## config.mk

```make
export PLATFORM = sky130hd
export DESIGN_NAME = tpu_result_collector_flat
export DESIGN_NICKNAME = d
export VERILOG_FILES = /design/src/rtl/tpu_result_collector_if.sv /design/src/rtl/tpu_result_collector.sv /design/src/flat_wrapper.sv
export SDC_FILE = /design/constraint.sdc
export NUM_CORES = 1
export LEC_CHECK = 0
export CORE_MARGIN = 5
export CORE_UTILIZATION = 42
export DETAILED_ROUTE_END_ITERATION = 7
export MAX_ROUTING_LAYER = met4
export SYNTH_ARGS = -nofsm -noshare
export SYNTH_HDL_FRONTEND = slang
export SYNTH_SLANG_ARGS = --single-unit
export TNS_END_PERCENT = 50
```

## constraint.sdc

```tcl
create_clock -name clk -period 2.7 [get_ports clk]
set_clock_uncertainty 0.1 [all_clocks]
set_input_delay 0.54 -clock clk [delete_from_list [all_inputs] [get_ports clk]]
set_output_delay 0.54 -clock clk [all_outputs]
set_load 0.03 [all_outputs]
```

## src/rtl/tpu_result_collector_if.sv

```systemverilog
// tpu_result_collector_if
// Bundles the per-column result input stream and the row-vector output
// stream of the systolic-array result collector.
//   slave  : the collector's view (consumes columns, produces rows)
//   master : the surrounding environment's view
interface tpu_result_collector_if #(
  parameter int N      = 4,
  parameter int DATA_W = 16
);
  logic [N-1:0]        in_valid;
  logic [N*DATA_W-1:0] in_data;
  logic [N-1:0]        in_ready;
  logic                acc_en;
  logic                out_valid;
  logic                out_ready;
  logic [N*DATA_W-1:0] out_data;
  logic                out_last;
  logic                tile_done;
  logic                err;

  modport master (
    output in_valid, in_data, acc_en, out_ready,
    input  in_ready, out_valid, out_data, out_last, tile_done, err
  );

  modport slave (
    input  in_valid, in_data, acc_en, out_ready,
    output in_ready, out_valid, out_data, out_last, tile_done, err
  );
endinterface

```

## src/rtl/tpu_result_collector.sv

```systemverilog
// tpu_result_collector
// Collects the skewed per-column result streams from the bottom edge of an
// NxN systolic array into a Q8.8 tile buffer, then streams the finished tile
// out one row vector per beat.
// Optional feature macro: RESULT_ACC_EN -- when defined, a tile started with
// acc_en=1 accumulates (saturating) into the existing buffer contents instead
// of overwriting them, enabling K-tiling across successive tiles.
module tpu_result_collector #(
  parameter int N       = 4,
  parameter int DATA_W  = 16,
  parameter int REVERSE = 1
) (
  input  logic                  clk,
  input  logic                  rst_n,
  tpu_result_collector_if.slave bus
);

  localparam int CW = $clog2(N + 1);
  localparam int RW = (N > 1) ? $clog2(N) : 1;

  typedef enum logic [1:0] {
    ST_IDLE  = 2'd0,
    ST_FILL  = 2'd1,
    ST_DRAIN = 2'd2
  } state_t;

  state_t                          state_r;
  state_t                          state_nxt_s;
  logic [N-1:0][CW-1:0]            cnt_r;
  logic [RW-1:0]                   row_r;
  logic [RW-1:0]                   row_nxt_s;
  // buf_r[row][col]; a row slice is already in out_data column order
  logic [N-1:0][N-1:0][DATA_W-1:0] buf_r;

  logic [N-1:0]                    in_ready_s;
  logic [N-1:0]                    accept_s;
  logic [N-1:0]                    drop_s;
  logic                            all_full_s;
  logic                            out_fire_s;
  logic                            last_fire_s;
  logic [N-1:0][RW-1:0]            wr_row_s;
  logic [N-1:0][DATA_W-1:0]        wr_data_s;

  logic                            out_valid_r;
  logic [N*DATA_W-1:0]             out_data_r;
  logic                            out_last_r;
  logic                            tile_done_r;
  logic                            err_r;

`ifdef RESULT_ACC_EN
  logic acc_mode_r;
  logic acc_eff_s;

  // Signed add with clamping to the most positive / most negative code.
  function automatic logic [DATA_W-1:0] sat_add(input logic [DATA_W-1:0] a,
                                                input logic [DATA_W-1:0] b);
    logic [DATA_W:0] sum;
    sum = {a[DATA_W-1], a} + {b[DATA_W-1], b};
    if (sum[DATA_W] != sum[DATA_W-1]) begin
      sat_add = sum[DATA_W] ? {1'b1, {(DATA_W-1){1'b0}}}
                            : {1'b0, {(DATA_W-1){1'b1}}};
    end else begin
      sat_add = sum[DATA_W-1:0];
    end
  endfunction
`endif

  // Per-column acceptance, drop detection and buffer write address/data.
  always_comb begin
    all_full_s = 1'b1;
`ifdef RESULT_ACC_EN
    // The very first beat of a tile uses acc_en directly; later beats use the latched mode.
    acc_eff_s = (state_r == ST_IDLE) ? bus.acc_en : acc_mode_r;
`endif
    for (int j = 0; j < N; j++) begin
      in_ready_s[j] = (state_r != ST_DRAIN) && (cnt_r[j] != CW'(N));
      accept_s[j]   = bus.in_valid[j] && in_ready_s[j];
      drop_s[j]     = bus.in_valid[j] && !in_ready_s[j];
      all_full_s    = all_full_s && (cnt_r[j] == CW'(N));
      if (REVERSE != 0) begin
        wr_row_s[j] = RW'(N - 1) - RW'(cnt_r[j]);
      end else begin
        wr_row_s[j] = RW'(cnt_r[j]);
      end
`ifdef RESULT_ACC_EN
      if (acc_eff_s) begin
        wr_data_s[j] = sat_add(buf_r[wr_row_s[j]][j], bus.in_data[j*DATA_W +: DATA_W]);
      end else begin
        wr_data_s[j] = bus.in_data[j*DATA_W +: DATA_W];
      end
`else
      wr_data_s[j] = bus.in_data[j*DATA_W +: DATA_W];
`endif
    end
    out_fire_s  = out_valid_r && bus.out_ready;
    last_fire_s = out_fire_s && (row_r == RW'(N - 1));
    row_nxt_s   = row_r + RW'(1);
  end

  // Next-state logic for the IDLE -> FILL -> DRAIN tile sequence.
  always_comb begin
    state_nxt_s = state_r;
    case (state_r)
      ST_IDLE:  state_nxt_s = (|accept_s) ? ST_FILL : ST_IDLE;
      ST_FILL:  state_nxt_s = all_full_s ? ST_DRAIN : ST_FILL;
      ST_DRAIN: state_nxt_s = last_fire_s ? ST_IDLE : ST_DRAIN;
      default:  state_nxt_s = ST_IDLE;
    endcase
  end

  // State register.
  always_ff @(posedge clk or negedge rst_n) begin
    if (!rst_n) begin
      state_r <= ST_IDLE;
    end else begin
      state_r <= state_nxt_s;
    end
  end

  // Per-column fill counters; all clear when the last row leaves.
  always_ff @(posedge clk or negedge rst_n) begin
    if (!rst_n) begin
      cnt_r <= '0;
    end else if (last_fire_s) begin
      cnt_r <= '0;
    end else begin
      for (int j = 0; j < N; j++) begin
        if (accept_s[j]) begin
          cnt_r[j] <= cnt_r[j] + CW'(1);
        end
      end
    end
  end

  // Tile buffer; only reset clears it, so accumulation can span tiles.
  always_ff @(posedge clk or negedge rst_n) begin
    if (!rst_n) begin
      buf_r <= '0;
    end else begin
      for (int j = 0; j < N; j++) begin
        if (accept_s[j]) begin
          buf_r[wr_row_s[j]][j] <= wr_data_s[j];
        end
      end
    end
  end

`ifdef RESULT_ACC_EN
  // Latch the accumulate mode on the first accepted beat of a tile.
  always_ff @(posedge clk or negedge rst_n) begin
    if (!rst_n) begin
      acc_mode_r <= 1'b0;
    end else if ((state_r == ST_IDLE) && (|accept_s)) begin
      acc_mode_r <= bus.acc_en;
    end
  end
`endif

  // Registered row-vector output stream with row pointer.
  always_ff @(posedge clk or negedge rst_n) begin
    if (!rst_n) begin
      out_valid_r <= 1'b0;
      out_data_r  <= '0;
      out_last_r  <= 1'b0;
      row_r       <= '0;
    end else if ((state_r == ST_FILL) && all_full_s) begin
      out_valid_r <= 1'b1;
      out_data_r  <= buf_r[0];
      out_last_r  <= (N == 1);
      row_r       <= '0;
    end else if (last_fire_s) begin
      out_valid_r <= 1'b0;
      out_data_r  <= '0;
      out_last_r  <= 1'b0;
      row_r       <= '0;
    end else if (out_fire_s) begin
      out_data_r  <= buf_r[row_nxt_s];
      out_last_r  <= (row_nxt_s == RW'(N - 1));
      row_r       <= row_nxt_s;
    end
  end

  // One-cycle completion pulse and sticky drop error.
  always_ff @(posedge clk or negedge rst_n) begin
    if (!rst_n) begin
      tile_done_r <= 1'b0;
      err_r       <= 1'b0;
    end else begin
      tile_done_r <= last_fire_s;
      err_r       <= err_r | (|drop_s);
    end
  end

  assign bus.in_ready  = in_ready_s;
  assign bus.out_valid = out_valid_r;
  assign bus.out_data  = out_data_r;
  assign bus.out_last  = out_last_r;
  assign bus.tile_done = tile_done_r;
  assign bus.err       = err_r;

endmodule
```

## src/flat_wrapper.sv

```systemverilog
// flat-port wrapper written by rule: the top's interface ports become plain ports
module tpu_result_collector_flat 
#(
  parameter int N       = 4,
  parameter int DATA_W  = 16,
  parameter int REVERSE = 1
)
  (clk, rst_n, bus_in_valid, bus_in_data, bus_acc_en, bus_out_ready, bus_in_ready, bus_out_valid, bus_out_data, bus_out_last, bus_tile_done, bus_err);
  tpu_result_collector_if #(.N(N), .DATA_W(DATA_W)) bus_i ();
  input  logic clk;
  input  logic rst_n;
  input wire logic [$bits(bus_i.in_valid)-1:0] bus_in_valid;
  input wire logic [$bits(bus_i.in_data)-1:0] bus_in_data;
  input wire logic [$bits(bus_i.acc_en)-1:0] bus_acc_en;
  input wire logic [$bits(bus_i.out_ready)-1:0] bus_out_ready;
  output wire logic [$bits(bus_i.in_ready)-1:0] bus_in_ready;
  output wire logic [$bits(bus_i.out_valid)-1:0] bus_out_valid;
  output wire logic [$bits(bus_i.out_data)-1:0] bus_out_data;
  output wire logic [$bits(bus_i.out_last)-1:0] bus_out_last;
  output wire logic [$bits(bus_i.tile_done)-1:0] bus_tile_done;
  output wire logic [$bits(bus_i.err)-1:0] bus_err;
  assign bus_i.in_valid = bus_in_valid;
  assign bus_i.in_data = bus_in_data;
  assign bus_i.acc_en = bus_acc_en;
  assign bus_i.out_ready = bus_out_ready;
  assign bus_in_ready = bus_i.in_ready;
  assign bus_out_valid = bus_i.out_valid;
  assign bus_out_data = bus_i.out_data;
  assign bus_out_last = bus_i.out_last;
  assign bus_tile_done = bus_i.tile_done;
  assign bus_err = bus_i.err;
  tpu_result_collector #(.N(N), .DATA_W(DATA_W), .REVERSE(REVERSE)) u_core (.clk(clk), .rst_n(rst_n), .bus(bus_i));
endmodule
```

==> impl_metrics.toml <==
[timing]
slew_viol_final = 0
fin_crit_sh_pct = 94.63
fin_crit_ns = 2.555
relSlewSlack_pct = 47.27
rsz0062_at_grt = "no"
tightest_slew_ns = 0.7891
clock.fmax_mhz = 391.4
holdWs_ns = 0.3811
setup_ws_ns = 0.1450
hold_viol_final = 0
finalSetupTns_ns = 0
finalSetupViolCount = 0

[logic_synthesis]
synth.top_cell.area_share_pct = 55.03
ys_async_sr_fraction_pct = 100.0
synthFlopType = "dfrtp_1"
yosysWarnings = 0
synth_area_leaders = "dfrtp_1 55%, mux2_2 19%, mux4_2 9.3%"
syn_avg_cell_area_sq_um = 14.15
yosysTopAreaCell = "dfrtp_1"
synth_area_sq_mm = 0.01546
syn_nets = 1183
synth_cells = 1093
synth.distinct_cells = 33
synth_seq_cells = 340
synth-seq-area-share_pct = 55.03
synth_edf_count = 0

[finish]
num-fill-cells = 3119
syn_to_final_growth_pct = 22.76
multi_input_area_sq_mm = 0.006523
finalNonFillerCells = 1749
final_area_sq_mm = 0.01898
drive_gt1_share_pct = 37.73
nets = 1340
fin_util_pct = 52.09
seqCellArea_sq_mm = 0.008512

[setup_path]
end_kind = "output port"
cp-start-kind = "flop"
rr_worst_depth = 4
critPathMaxFanout = 5
crit_family = "buffers and inverters"
rrSetupSlack_ns = 0.34
worstSetupPathType = "flop to output port"
cp_num_buf_inv = 3
r2r-end = "u_core.buf_r[35]"
critPathMaxStageDelay_ns = 0.41
crit_slowest_cell = "dfrtp_1"
cp_data_arrival_time_ns = 1.91
path_cells = "inv_1 > ha_1 > nand2_1 > nand2_1 > inv_1 > clkdlybuf4s15_2"
timing.critical_path.from = "u_core.cnt_r[6]"
reg2reg_from = "u_core.state_r[0]"
required_ns = 2.06

[pwr]
p_seq_share_pct = 36.6
ir_drop_v = 0.0007109
cellInternalPower_mw = 16.74
p_leak_nw = 8.361
p_total_mw = 24.68
comb_power_share_pct = 41.2
p_sw_share_pct = 32.15
clkPwrFrac_pct = 22.2
cellPowerDensity_mw_per_mm2 = 1300
p_sw_mw = 7.935

[route]
dr.first_iter.drc_count = 376
dr.pass1.iters = 4
vias = 9322
wl_per_cell_microns = 19.86
totalWireLength_mm = 34.74
via_per_inst = 5.330
drc = 0
detail-route-antenna-nets = 0

[clocking]
clk_path_buf_depth = 3
cts_tree = "yes"
clock_latency_ns = 0.53
cts_setup_buffers = 0
ctsRootBufferMaster = "clkbuf_16"
h-tree-depth = 2
cts.clk_slew.worst_paths_ns = 0.06
cts_made_buffers = 40
clock_sinks = 340

[global_route]
grt_first_pass_wirelength_mm = 57.22
met1_usage_pct = 24.31
grt_util_all_layers_pct = 18.01
antenna_found_initial = 0
grt.overflow.total = 0
grt_most_used_layer = "met2"
grt_max_degree = 103
use_met2_pct = 29.19
first_global_vias = 10120
met3_usage_pct = 3.129

[job]
drv_cap = 0

[place]
place_area_sq_mm = 0.01762
gp_congestion = 0.7655
portBuffers = 142
dp_hpwl_mm = 21.08
pre_cts_ws_ns = 0.1968
dp_cells = 1675

[floorplanning]
die_y_microns = 201.9
io_pins = 144
initial_core_util_pct = 42.43
core_sq_mm = 0.03643
die-width_microns = 201.9
dieArea_sq_mm = 0.04075
rows = 70

[min_path]
worstHoldStart = "u_core.state_r[1]"
min_delay_path_depth = 1
holdPathEnd = "u_core.state_r[0]"
hp-class = "flop to flop"

[run_status]
outcome = "finished clean"
[timing repair]
item	4_1_cts	5_1_grt
endpoints found under the setup margin	4	3
resized for setup	7	5
hold endpoints to repair	61	0
hold buffers	1	0
[state kept, by name, summed over array words and instances (netlist names)]
name	count
u_core.buf_r	256
u_core.bus.out_data	64
u_core.cnt_r	12
u_core.row_r	2
u_core.state_r	2
u_core.bus.err	1
u_core.bus.out_last	1
u_core.bus.out_valid	1
u_core.bus.tile_done	1
[routing by layer]
| metal | part of all wire (%) | vias to the layer above |
|---|---|---|
| met5 | 0 | - |
| met4 | 1.5 | 0 |
| met3 | 3.5 | 40 |
| met2 | 48 | 125 |
| met1 | 47 | 4908 |
| li1 | - | 4249 |
[worst max path at each step]
stage | cells past startpoint | slack, ns | to
6_report | 6 | 0.15 | bus_in_ready[2]
5_1_grt | 6 | 0.009 | bus_in_ready[2]
4_1_cts | 6 | 0.0006 | bus_in_ready[0]
3_5_place_dp | 3 | 0.20 | u_core.buf_r[35]
3_3_place_gp | 3 | 0.21 | u_core.buf_r[40]
2_1_floorplan | 11 | 0.16 | u_core.bus.out_data[14]
[cell families (layout without fill, tap and decap cells)]
group,count (synthesis),count (layout),share of synthesized area [%]
compound gates,71,71,3.407
mux,325,325,28.29
fa+ha+maj,18,18,1.457
xor+xnor,8,8,0.4531
other cells,0,1,0
simple gates,250,250,8.400
buf+inv,81,268,2.962
flops,340,340,55.03
[layout by cell type (no fill, tap or decap), types with 21 or more instances in the layout]
master	netlist	layout
buf_4	6	21
clkbuf_16	0	41
clkdlybuf4s50_1	0	137
dfrtp_1	340	339
mux2_2	256	256
mux4_2	64	64
nand2_1	149	148
nand3_1	26	26
nand3_2	40	40
o21a_1	64	64
[power by group through the flow]
stage	Sequential, mW	Clock [mW]	Combinational (mW)
floorplan	9.47	0	6.84
global placement	9.01	0	10.2
detailed placement	9.11	0	10.3
CTS	9.04	5.65	10.4
global route	9.36	5.85	11.1
finish	9.04	5.48	10.2
[cell usage after synthesis, drive strengths merged (4+ instances only)]
master    n
dfrtp   340
mux2    256
nand2   152
nand3    66
mux4     64
o21a     64
buf      50
ha       18
clkbuf   17
nor2     16
inv      14
and3      5
mux2i     5
nand4     4
xnor2     4
xor2      4
[final cells by class]
class | count | share of cell area (%)
Antenna cell | 1 | 0.01318
Sequential cell | 340 | 44.85
Timing Repair Buffer | 182 | 10.22
Multi-Input combinational cell | 672 | 34.36
Clock inverter | 14 | 0.8174
Inverter | 14 | 0.2769
Tap cell | 468 | 3.085
Clock buffer | 58 | 6.374
(Power assumes the default switching activity.)
